==> src/rtl/adc_in_router.sv <==
// adc_in_router: registered 2-to-8 ADC sample router with per-output select blanking
module adc_in_router #(
   parameter int WIDTH        = 14,
   parameter int BLANK_CYCLES = 4
) (
   input  logic             clk_i,
   input  logic             rst_i,
   input  logic [WIDTH-1:0] in0_i,
   input  logic             in0_valid_i,
   input  logic [WIDTH-1:0] in1_i,
   input  logic             in1_valid_i,
   input  logic [15:0]      sel_i,
   output logic [WIDTH-1:0] out0_o,
   output logic [WIDTH-1:0] out1_o,
   output logic [WIDTH-1:0] out2_o,
   output logic [WIDTH-1:0] out3_o,
   output logic [WIDTH-1:0] out4_o,
   output logic [WIDTH-1:0] out5_o,
   output logic [WIDTH-1:0] out6_o,
   output logic [WIDTH-1:0] out7_o,
   output logic [7:0]       valid_o,
   output logic [7:0]       settled_o
);
   localparam int CW = BLANK_CYCLES > 0 ? $clog2(BLANK_CYCLES + 1) : 1;
   localparam logic [CW-1:0] LOAD = CW'(BLANK_CYCLES > 0 ? BLANK_CYCLES - 1 : 0);
   logic [WIDTH-1:0] out_w [8];
   assign out0_o = out_w[0];
   assign out1_o = out_w[1];
   assign out2_o = out_w[2];
   assign out3_o = out_w[3];
   assign out4_o = out_w[4];
   assign out5_o = out_w[5];
   assign out6_o = out_w[6];
   assign out7_o = out_w[7];
   for (genvar k = 0; k < 8; k++) begin : g_out
      logic [1:0]       sel_q;
      logic [1:0]       sel_n;
      logic [CW-1:0]    cnt_q;
      logic [WIDTH-1:0] out_q;
      logic             val_q;
      logic             set_q;
      logic             chg;
      assign sel_n = sel_i[2*k +: 2];
      assign chg   = sel_n != sel_q;
      assign out_w[k]     = out_q;
      assign valid_o[k]   = val_q;
      assign settled_o[k] = set_q;
      // cnt_q holds the blanked edges still to come after the current one
      always_ff @(posedge clk_i or posedge rst_i) begin
         if (rst_i) begin
            sel_q <= '0;
            cnt_q <= '0;
            out_q <= '0;
            val_q <= 1'b0;
            set_q <= 1'b1;
         end else if (chg && BLANK_CYCLES > 0) begin
            sel_q <= sel_n;
            cnt_q <= LOAD;
            out_q <= '0;
            val_q <= 1'b0;
            set_q <= 1'b0;
         end else if (cnt_q != '0) begin
            cnt_q <= cnt_q - CW'(1);
            out_q <= '0;
            val_q <= 1'b0;
            set_q <= 1'b0;
         end else begin
            sel_q <= sel_n;
            set_q <= 1'b1;
            out_q <= sel_n == 2'd3                  ? '0 :
                     (sel_n == 2'd0 && in0_valid_i) ? in0_i :
                     (sel_n == 2'd1 && in1_valid_i) ? in1_i : out_q;
            val_q <= sel_n == 2'd3 || (sel_n == 2'd0 && in0_valid_i) ||
                     (sel_n == 2'd1 && in1_valid_i);
         end
      end
   end
endmodule

==> config.mk <==
export PLATFORM = sky130hd
export DESIGN_NAME = adc_in_router
export DESIGN_NICKNAME = d
export VERILOG_FILES = /design/src/rtl/adc_in_router.sv
export SDC_FILE = /design/constraint.sdc
export NUM_CORES = 1
export LEC_CHECK = 0
export ABC_AREA = 1
export CORE_MARGIN = 1.5
export CORE_UTILIZATION = 30
export CTS_CLUSTER_DIAMETER = 100
export CTS_CLUSTER_SIZE = 30
export DETAILED_ROUTE_END_ITERATION = 16
export PLACE_DENSITY = 0.58
export SLEW_MARGIN = 10
export SYNTH_ARGS = -nofsm -noshare
export SYNTH_HDL_FRONTEND = slang
export SYNTH_SLANG_ARGS = --single-unit
==> constraint.sdc <==
create_clock -name clk_i -period 5.96 [get_ports clk_i]
set_input_delay 1.192 -clock clk_i [delete_from_list [all_inputs] [get_ports clk_i]]
set_output_delay 1.192 -clock clk_i [all_outputs]
set_load 0.03 [all_outputs]
==> out/metrics.yaml <==
slew_violations: 0
seqPwrFrac_pct: 43.1
grt_usage_pct: 19.31
ir_worst_vdd_mv: 0.1861
fin_crit_sh_pct: 56.80
grt_pass1_vias: 8112
hold_viol_final: 0
grt_max_degree: 84
power_density_mw_per_mm2: 230.8
r2r-end: "out1_o[4]$_DFFE_PP0P_"
hold_path.class: "flop to flop"
die_h_um: 183.9
start_util_pct: 30.32
vias: 8629
yosys.area.top_type: "dfrtp_1"
hold_path_depth: 1
clk_latency_ns: 0.44
p_switching_uw: 815.8
status: "finished clean"
grt_pass1_wl_um: 48440
ant_nets: 0
required_ns: 6.29
drive_gt1_share_pct: 7.798
dp_hpwl_um: 21990
worst_slack_ns: 2.575
cts_root_buffer: "clkbuf_16"
drt_iter0_markers: 617
max_slew_margin_pct: 38.24
finClkSkew_ns: 0.01212
avgViaCountPerCell: 4.532
r2r_setup_slack_ns: 4.35
crit_end: "out4_o[13]$_DFFE_PP0P_"
die_area_sq_mm: 0.03381
final_nets: 1513
critPathLaunchType: "primary input"
clock.fmax_mhz: 295.4
grt_overflow: 0
crit_type: "primary input to flop"
cp-end-kind: "flop"
core_sq_mm: 0.03237
rsz0062_at_grt: "false"
wire_per_inst_um: 16.80
cts_resized: 0
clkTransAtPathRegs_ns: 0.07
fin_tns_setup_ns: 0
finalSetupViolations: 0
routed_wl_um: 32000
final_cell_mix: "nand2_1 (514), nor2_1 (241), clkdlybuf4s50_1 (175)"
arrival_ns: 3.71
synth_cell_types: 23
synth_area_per_cell_sq_um: 7.233
yosysTopAreaCellShare_pct: 40.79
p_int_uw: 1936
syn2layout_area_growth_pct: 21.48
drcViolationCount: 0
final_common_cell: "nand2_1"
portBuffers: 175
numCtsBuffers: 17
yosys_register_bits: 168
timing.rr.start: "g_out[1].cnt_q[0]$_DFFE_PP0N_"
p_leak_uw: 0.006457
syn_inst: 1357
clkSinkCount: 168
path_max_fanout: 29
holdBufCountCts: 0
yosysWarningCount: 0
maxCapViolCount: 0
htreeDepth: 4
fin_crit_ns: 3.385
r2r_cells: 8
cts_tree: "yes"
worstMarginPinSlew_ns: 0.9242
rows: 66
seq_area_frac_synth_pct: 42.93
comb_power_share_pct: 14.6
dp_slack_ns: 2.140
syn_nets: 1421
die-width_um: 183.9
place_congestion: 0.7993
postCtsSetupRepairBufs: 0
synth_area_leaders: "dfrtp_1 (41%), nand2_1 (20%), nor2_1 (9.2%), nand3_1 (6.2%), buf_6 (4.8%)"
crit_path_start: "in0_valid_i"
swShare_pct: 29.65
n_antenna_cell: 0
firstDrtPassIters: 7
cts_buffer_depth: 2
netlist_area_sq_mm: 0.009816
antenna_found_initial: 0
p_clk_share_pct: 42.2
io_pins: 176
-- registers in the layout, indices dropped and copies added (netlist names), 14 cells and up --
name and cells:
g_out.cnt_q 24, out3_o 14, out1_o 14, out0_o 14, out4_o 14, out6_o 14, g_out.sel_q 16, out2_o 14
out5_o 14, out7_o 14
-- power groups by stage --
stage / Clock [uW] / Combinational [uW] / Sequential, uW
after floorplan: 0 / 290 / 1210
after global placement: 0 / 394 / 1210
after detailed placement: 0 / 402 / 1210
after CTS: 1190 / 406 / 1190
after global routing: 1240 / 456 / 1190
final: 1160 / 403 / 1190
-- through the flow --
step / std cells / hold WS (ns) / total power, uW / cell area [sq um] / util [%]
2_1_floorplan: 1357 / 0.4611 / 1500 / 9816 / -
3_3_place_gp: 1872 / 0.4861 / 1602 / 11320 / 34.98
3_5_place_dp: 1872 / 0.4937 / 1611 / 11320 / 34.98
4_1_cts: 1904 / 0.5038 / 2781 / 11920 / 36.84
5_1_grt: 1904 / 0.5134 / 2882 / 11920 / 36.84
6_report: 1904 / 0.4981 / 2751 / 11920 / 36.84
-- synthesized netlist by cell type (all sizes together) --
cell type  instances
nand2            539
nor2             275
dfrtp            160
nand3            129
inv               95
buf               90
o21ai             24
ha                16
clkbuf            14
dfstp              8
xnor2              3
a21oi              2
nor3               2
-- per-layer routing --
metal	up-vias	wire length, um	GRT usage [%]	share of wire, %
li1	4274	-	-	-
met1	4049	13860	24.86	43
met2	259	15100	31.86	47
met3	47	2093	4.279	6.5
met4	0	936	6.721	2.9
met5	-	0	0	0
-- how the worst min path moves through the flow --
stage,start,end
CTS,g_out[2].cnt_q[0]$_DFFE_PP0N_,g_out[2].cnt_q[0]$_DFFE_PP0N_
detailed placement,out2_o[11]$_DFFE_PP0P_,out2_o[11]$_DFFE_PP0P_
floorplan,g_out[2].cnt_q[0]$_DFFE_PP0N_,g_out[2].cnt_q[0]$_DFFE_PP0N_
global placement,g_out[2].cnt_q[0]$_DFFE_PP0N_,g_out[2].cnt_q[0]$_DFFE_PP0N_
global route,g_out[2].cnt_q[0]$_DFFE_PP0N_,g_out[2].cnt_q[0]$_DFFE_PP0N_
finish,g_out[2].cnt_q[0]$_DFFE_PP0N_,g_out[2].cnt_q[0]$_DFFE_PP0N_
-- area by class of cell --
cell class | count | area, sq um
inverters | 95 | 361.6
repair buffers | 177 | 1767
fillers | 3435 | 20450
clock inverters | 14 | 161.4
multi-input cells | 990 | 4428
clock buffers | 18 | 439.2
flip-flops and latches | 168 | 4214
well taps | 442 | 553.0
-- critical path, stage by stage --
cell and delay [ns]:
clkdlybuf4s50_1 0.74, nand2_1 0.86, inv_1 0.18, nor2_4 0.41
nor2_4 0.17, nand2_1 0.10, nand2_1 0.05
-- logic make-up (layout without fill, tap and decap cells) --
family,count (synthesis),in the layout,share of synthesized area [%]
AND/OR/NAND/NOR,945,945,41.48
XOR/XNOR,3,3,0.2677
AO/OA/AOI/OAI,26,26,1.326
adder cells (fa/ha/maj),16,16,2.039
buffers and inverters,199,304,11.96
flip-flops,168,168,42.93
Power figures use the tool's default switching activity.
